## src/rtl/mult_parity_core.sv

```systemverilog
// ---------------------------------------------------------------------------
// mult_parity_core
//
// Sequential signed multiplier with even-parity checking on both operands.
// Operands are accepted over a req/ack handshake. If either operand parity
// bit disagrees with the XOR of its data bits the operation is rejected: the
// block reports result = 0 with arg_parity_error set. Otherwise the full
// 2*DATA_W-bit signed product is computed and reported together with its
// parity.
//
// Default build: iterative unsigned shift-add on operand magnitudes, one
// multiplier bit per cycle, DATA_W busy cycles, sign applied at the end.
// Optional build (define MULT_FAST_EN): a single busy cycle that uses a
// combinational signed multiply. Handshake, error path and outputs are the
// same in both builds.
//
// Ports
//   clk              in   rising-edge clock
//   rst              in   asynchronous reset, active-high
//   arg_a            in   [DATA_W-1:0] operand A, two's complement
//   arg_a_parity     in   even parity bit for arg_a
//   arg_b            in   [DATA_W-1:0] operand B, two's complement
//   arg_b_parity     in   even parity bit for arg_b
//   req              in   request, args held stable until ack
//   ack              out  one-cycle pulse, operands captured
//   result           out  [2*DATA_W-1:0] signed product, 0 on parity error
//   result_parity    out  XOR of all result bits
//   arg_parity_error out  either operand parity was wrong
//   result_rdy       out  one-cycle pulse, result outputs updated
// ---------------------------------------------------------------------------
module mult_parity_core #(
    parameter int DATA_W = 16
) (
    input  logic                  clk,
    input  logic                  rst,
    input  logic [DATA_W-1:0]     arg_a,
    input  logic                  arg_a_parity,
    input  logic [DATA_W-1:0]     arg_b,
    input  logic                  arg_b_parity,
    input  logic                  req,
    output logic                  ack,
    output logic [2*DATA_W-1:0]   result,
    output logic                  result_parity,
    output logic                  arg_parity_error,
    output logic                  result_rdy
);

    localparam int RES_W = 2 * DATA_W;

    localparam logic [1:0] IDLE = 2'd0;
    localparam logic [1:0] BUSY = 2'd1;
    localparam logic [1:0] DONE = 2'd2;

    logic [1:0]       state;
    logic             err_q;
    logic [RES_W-1:0] acc;
    logic [RES_W-1:0] done_value;
    logic             pa_err;
    logic             pb_err;

    // A parity bit is correct when it equals the XOR of its data bits.
    assign pa_err = arg_a_parity ^ (^arg_a);
    assign pb_err = arg_b_parity ^ (^arg_b);

`ifdef MULT_FAST_EN
    logic [DATA_W-1:0] a_q;
    logic [DATA_W-1:0] b_q;
`else
    localparam int CNT_W = $clog2(DATA_W) + 1;
    localparam logic [CNT_W-1:0] LAST_STEP = CNT_W'(DATA_W - 1);

    logic [CNT_W-1:0]  counter;
    logic [RES_W-1:0]  mcand;
    logic [DATA_W:0]   mplier;
    logic              neg_q;

    // Magnitude is DATA_W+1 bits wide so that -2^(DATA_W-1) maps to
    // +2^(DATA_W-1) without wrapping back to a negative value.
    function automatic logic [DATA_W:0] magnitude(input logic [DATA_W-1:0] v);
        logic [DATA_W:0] ext;
        ext = {v[DATA_W-1], v};
        return v[DATA_W-1] ? (~ext + (DATA_W+1)'(1)) : ext;
    endfunction
`endif

    // Value loaded into the result register when leaving DONE: zero for a
    // rejected operation, otherwise the signed product.
    always_comb begin
        done_value = '0;
        if (!err_q) begin
`ifdef MULT_FAST_EN
            done_value = acc;
`else
            done_value = neg_q ? (~acc + RES_W'(1)) : acc;
`endif
        end
    end

    // Control FSM and datapath. ack and result_rdy default low every cycle
    // so each is a single-cycle pulse. The result outputs are only written
    // in DONE, so they stay stable while the next operation is in flight.
    always_ff @(posedge clk or posedge rst) begin
        if (rst) begin
            state            <= IDLE;
            ack              <= 1'b0;
            result_rdy       <= 1'b0;
            result           <= '0;
            result_parity    <= 1'b0;
            arg_parity_error <= 1'b0;
            err_q            <= 1'b0;
            acc              <= '0;
`ifdef MULT_FAST_EN
            a_q              <= '0;
            b_q              <= '0;
`else
            counter          <= '0;
            mcand            <= '0;
            mplier           <= '0;
            neg_q            <= 1'b0;
`endif
        end else begin
            ack        <= 1'b0;
            result_rdy <= 1'b0;
            case (state)
                IDLE: begin
                    if (req) begin
                        ack   <= 1'b1;
                        err_q <= pa_err | pb_err;
                        acc   <= '0;
`ifdef MULT_FAST_EN
                        a_q   <= arg_a;
                        b_q   <= arg_b;
`else
                        counter <= '0;
                        mcand   <= {{(DATA_W-1){1'b0}}, magnitude(arg_a)};
                        mplier  <= magnitude(arg_b);
                        neg_q   <= arg_a[DATA_W-1] ^ arg_b[DATA_W-1];
`endif
                        state <= (pa_err | pb_err) ? DONE : BUSY;
                    end
                end

                BUSY: begin
`ifdef MULT_FAST_EN
                    // Both operands sign-extended to full width; the low
                    // RES_W bits of the product are the exact signed result.
                    acc   <= {{DATA_W{a_q[DATA_W-1]}}, a_q}
                           * {{DATA_W{b_q[DATA_W-1]}}, b_q};
                    state <= DONE;
`else
                    // One multiplier bit per cycle, LSB first. The shifted
                    // multiplicand tracks the weight of the current bit.
                    if (mplier[0]) begin
                        acc <= acc + mcand;
                    end
                    mcand   <= mcand << 1;
                    mplier  <= mplier >> 1;
                    counter <= counter + CNT_W'(1);
                    if (counter == LAST_STEP) begin
                        state <= DONE;
                    end
`endif
                end

                DONE: begin
                    result           <= done_value;
                    result_parity    <= ^done_value;
                    arg_parity_error <= err_q;
                    result_rdy       <= 1'b1;
                    state            <= IDLE;
                end

                default: begin
                    state <= IDLE;
                end
            endcase
        end
    end

endmodule

```

## config.mk

```make
export PLATFORM = sky130hd
export DESIGN_NAME = mult_parity_core
export DESIGN_NICKNAME = d
export VERILOG_FILES = /design/src/rtl/mult_parity_core.sv
export SDC_FILE = /design/constraint.sdc
export NUM_CORES = 1
export LEC_CHECK = 0
export ABC_AREA = 1
export BUFFER_PORTS_ARGS = -buffer_cell sky130_fd_sc_hd__buf_2
export CAP_MARGIN = 25
export CELL_PAD_IN_SITES_DETAIL_PLACEMENT = 1
export CELL_PAD_IN_SITES_GLOBAL_PLACEMENT = 2
export CORE_UTILIZATION = 28
export DETAILED_ROUTE_END_ITERATION = 6
export MAX_ROUTING_LAYER = met4
export PLACE_DENSITY_LB_ADDON = 0.1
export SLEW_MARGIN = 20
export SYNTH_ARGS = -nofsm -noshare
export SYNTH_HDL_FRONTEND = slang
export SYNTH_SLANG_ARGS = --single-unit
```

## constraint.sdc

```tcl
create_clock -name clk -period 8.2 [get_ports clk]
set_input_delay 2.05 -clock clk [delete_from_list [all_inputs] [get_ports clk]]
set_output_delay 2.05 -clock clk [all_outputs]
set_load 0.005 [all_outputs]
```

=== Yosys cells after proc, flatten, opt, wreduce, memory -nomap -nowiden ===
Index checks and enable logic that the tools add are counted.
W data, S select, Z words.

* Add/sub/neg operators: 5
* $mul: 0
* Divide/modulo/power cells: 0
* Magnitude comparators: 0
* Eq/ne operators: 6
* Shifts and indexed selects: 0
* Multiplexer cells: 20
* Bitwise operators: 7
* Reductions and logical operators: 9

{| class="wikitable"
|+ Operator list
! cell !! number
|-
| $mux W32 || 5
|-
| $pmux W32 S2 || 2
|-
| $mux W17 || 3
|-
| $add A17 B1 Y17 const B || 2
|-
| $not A17 Y17 || 2
|-
| $pmux W17 S2 || 1
|-
| $add A32 B1 Y32 const B || 1
|-
| $add A32 B32 Y32 || 1
|-
| $not A32 Y32 || 1
|-
| $reduce_xor A16 Y1 || 2
|-
| $reduce_xor A32 Y1 || 1
|-
| $pmux W5 S2 || 1
|-
| $mux W2 || 3
|-
| $ne A2 B2 Y1 const B || 3
|-
| $reduce_and A2 Y1 || 3
|-
| $add A5 B1 Y5 const B || 1
|-
| $eq A5 B4 Y1 const B || 1
|-
| $mux W5 || 1
|-
| $pmux W2 S2 || 1
|-
| $mux W1 || 3
|-
| $reduce_and A3 Y1 || 1
|-
| $xor A1 B1 Y1 || 3
|-
| $eq A2 B1 Y1 const B || 1
|-
| $eq A2 B2 Y1 const B || 1
|-
| 3 further kinds || 3
|}

* Register bits: 126
* Latch bits: 0
* Memory bits (writable): 0
* Memory bits (read-only): 0
* Input bits: 37
* Output and inout port bits: 36
* Logic and storage cells: 59
* Memories kept: 0

=== Longest topological paths before layout ===
* Depth in word-level cells: 6
* Depth in mapped cells: 23
* Mapped depth without buffers: 23

=== Least setup slack after synthesis ===
OpenSTA, ideal clock, no wires.

* Path type: input to register
* Start: input port arg_a[15]
* End: register state[0]
* Library setup time: 0.137 ns
* Data arrival time: 3.764 ns
* Data required time: 8.063 ns
* Path slack: 4.299 ns
* Stages: 10
* Path buffers: 2
* Cells stage by stage: clkbuf_1 inv_1 clkbuf_1 ha_1 xnor2_1 xor2_1 xnor2_1 or2_2 nand3_1 o22ai_1

* Word-level cells in the longest chain between the ends: 6

{| class="wikitable"
|+ Ends and longest elaborated chain
! what !! line !! source
|-
| start: declaration || 36 || <nowiki>input logic [DATA_W-1:0] arg_a,</nowiki>
|-
| $reduce_xor A16 Y1 || 62 || <nowiki>assign pa_err = arg_a_parity ^ (^arg_a);</nowiki>
|-
| $xor A1 B1 Y1 || 62 ||
|-
| $or A1 B1 Y1 || 139 || <nowiki>state <= (pa_err | pb_err) ? DONE : BUSY;</nowiki>
|-
| $mux W2 || 139 ||
|-
| $mux W2 || 126 || <nowiki>if (req) begin</nowiki>
|-
| $pmux W2 S2 || 124 || <nowiki>case (state)</nowiki>
|-
| end signal: assignment || 139 ||
|-
| end: declaration || 54 || <nowiki>logic [1:0] state;</nowiki>
|}

Every way passes these cells. The select of a mux whose other input is x is not followed.
A chain may end at the register's enable or synchronous reset.

=== Worst setup path in the final report ===
Ends and elaborated chain as after synthesis.

==> metrics.txt <==
Yosys cell types=46; Detail Route Antenna Nets=0; worst-margin pin slew=946 ps; latest clock arrival within the worst-skew pair=430 ps; EDFF count, synth=0; CTS Buf Count=17; Syn. warnings=0; Hold Crit Class=reg2reg; NumNets Final=1,510; Seq/Total Area, Yosys=0.335; Tcrit/Tclk final=0.436; grt total ovfl=0; Detail Placement HPWL=24.3 mm; cts repair resizes=0; met2 Use GR=0.301; Num Clock Sinks=126; skew final=12.1 ps; die height=185 um; CTS tree=yes; Final Setup Violations=0; Post-CTS Hold Fix Bufs=0; global-route wire length before repair=48.8 mm; Via density=4.77; setup TNS=0 ps; number of global-route vias before repair=8,992; Max Clk Rate=280 MHz; Setup Fix Bufs, Post-CTS=0; ys flop type=dfrtp_1; # rows=66; die width=185 um; I/O pins=73; Die ar.=34,300 um2; CTS root buffer=clkbuf_16; # DRC=0; most used routing layer=met2; Max Buffers Root-to-Sink=2; CP arrival=3860 ps; commonest non-fill, non-tap cells in the layout=nand2_1, inv_1, dfrtp_1; Final min period=3580 ps; DRC marker count from the first detailed-route iteration=280; 1st-pass router iterations=4; met1 usage=0.256; Leak=5.66 nW; Syn Nets=1,448; RSZ-0062 raised after global routing=no; outcome=finished, final reports clean; Ant. Diodes=0; Max Slew Vio Count=0; Setup CP Type=in2reg; Initial Util=0.287; final WL=30.5 mm; largest net degree at the start of global routing=69; worst endpoint required time=8480 ps; Placer Congestion=0.814; slew margin rel.=0.369; Synth Register Bits=126; Power Dens Cells=412 nW/um2; synth-to-layout area growth=14.0%; port bufs=72; routed vias=8,929; Max FO, Critical Path=13; Fin. Hold Viols=0; CP Launch Type=primary input; CP Capture Type=register; Util after Layout=0.327; Fillers=4,184; Max VDD drop=0.173 mV; layout cells sized above 1=0.122; Synth Cell Area=9410 um2; initial antenna violation count=0; Max Cap Viol=0; async set or reset register ratio after synthesis=1.00; Avg Inst Size Synth=6.92 um2; commonest non-fill, non-tap cell in the layout=nand2_1; Post-Syn Instances=1,360; post-DR wirelength/cell=16.3 um; grt met3 use=0.0234; H-tree lvl count=4; GRT Total Usage=0.191; Clk pin slew, worst setup/hold paths=60 ps; core box area=32,800 um2
[synthesized netlist by cell type, types with 2 or more instances]
cell type    n  area share
a21boi_0     4      0.0032
a21boi_1     4      0.0032
a21o_1       2      0.0016
a21oi_1     66       0.035
a22oi_1     29       0.023
a31oi_1     13      0.0086
and2_1       3      0.0020
buf_1        2     0.00080
buf_2        8      0.0043
buf_4        3      0.0024
buf_6        3      0.0036
clkbuf_1    22      0.0088
clkinv_1     4      0.0016
dfrtp_1    126        0.34
ha_1        50       0.066
inv_1      171       0.068
inv_2       12      0.0048
nand2_1    367        0.15
nand2_2     18       0.012
nand2_4      2      0.0024
nand3_1     68       0.036
nand3_2     11       0.012
nand3b_1     2      0.0016
nand4_1      8      0.0053
nor2_1     118       0.047
nor2_2      14      0.0093
nor2_4       5      0.0060
nor3_1       7      0.0037
o21a_1       2      0.0016
o21ai_0    109       0.058
o21ai_1      5      0.0027
o221ai_1     2      0.0019
o22ai_1     37       0.025
o31ai_1      5      0.0040
or2_2        5      0.0033
xnor2_1     12       0.011
xor2_1      32       0.030
[metal layers]
layer / share of wire / vias up
li1: - / 4572
met1: 0.51 / 4242
met2: 0.45 / 96
met3: 0.023 / 19
met4: 0.016 / 0
met5: 0 / -
[cell type report]
type	count	area, um2	area share
repair buffers	81	435	0.0406
clock buffers	25	495	0.0462
inverters	187	707	0.0659
well taps	442	553	0.0516
flip-flops and latches	126	3150	0.294
clock inverters	2	10.0	0.000933
multi-input cells	1009	5370	0.501
[flip-flops by register name (all words and copies together), names as in the netlist]
register          count
err_q                 1
mplier               17
result_parity         1
acc                  32
ack                   1
arg_parity_error      1
result_rdy            1
result               32
mcand                32
counter               5
neg_q                 1
state                 2
[cells by family (layout without fill, tap and decap cells)]
group,after synthesis,after routing,synth area share
AND/OR/NAND/NOR,631,631,0.289
AO/OA/AOI/OAI,283,283,0.172
buffers and inverters,225,295,0.0944
flip-flops,126,126,0.335
adder cells (fa/ha/maj),51,51,0.0686
XOR/XNOR,44,44,0.0410
[worst paths after layout]
check,slack [ps],end,from,depth (start not counted)
worst max-delay path,4620,state[0],arg_a[15],9
worst min-delay path,470,result[0],result[0],2
worst max register to register,5150,acc[22],mcand[0],16
worst min register to register,470,result[0],result[0],2
max in group asynchronous,5180,result[11],rst,3
min in group asynchronous,1740,acc[24],rst,2
[worst max-delay path: stages]
cell	delay, ps
buf_2	160
inv_1	330
ha_1	320
xnor2_1	190
xor2_1	200
xnor2_1	100
or2_2	280
nand3_1	140
o22ai_1	80
[stage by stage]
stage	instance area [um2]	std cells	setup WS (ps)	total power, mW	hold WS, ps
final	10700	1872	4620	4.42	469
after global routing	10700	1872	4390	4.91	501
after detailed placement	10200	1845	4150	3.81	462
after CTS	10700	1872	4630	4.52	477
after floorplan	9410	1360	2790	3.02	452
after global placement	10200	1844	4190	3.73	460
[power breakdown]
| group | leakage (nW) | internal (mW) | total (mW) | switching [mW] |
|---|---|---|---|---|
| clock | 0.251 | 0.408 | 0.684 | 0.276 |
| sequential | 1.66 | 0.830 | 1.02 | 0.188 |
| combinational | 3.74 | 0.887 | 2.72 | 1.83 |
| total | 5.66 | 2.13 | 4.42 | 2.30 |
Power figures use the tool's default switching activity.
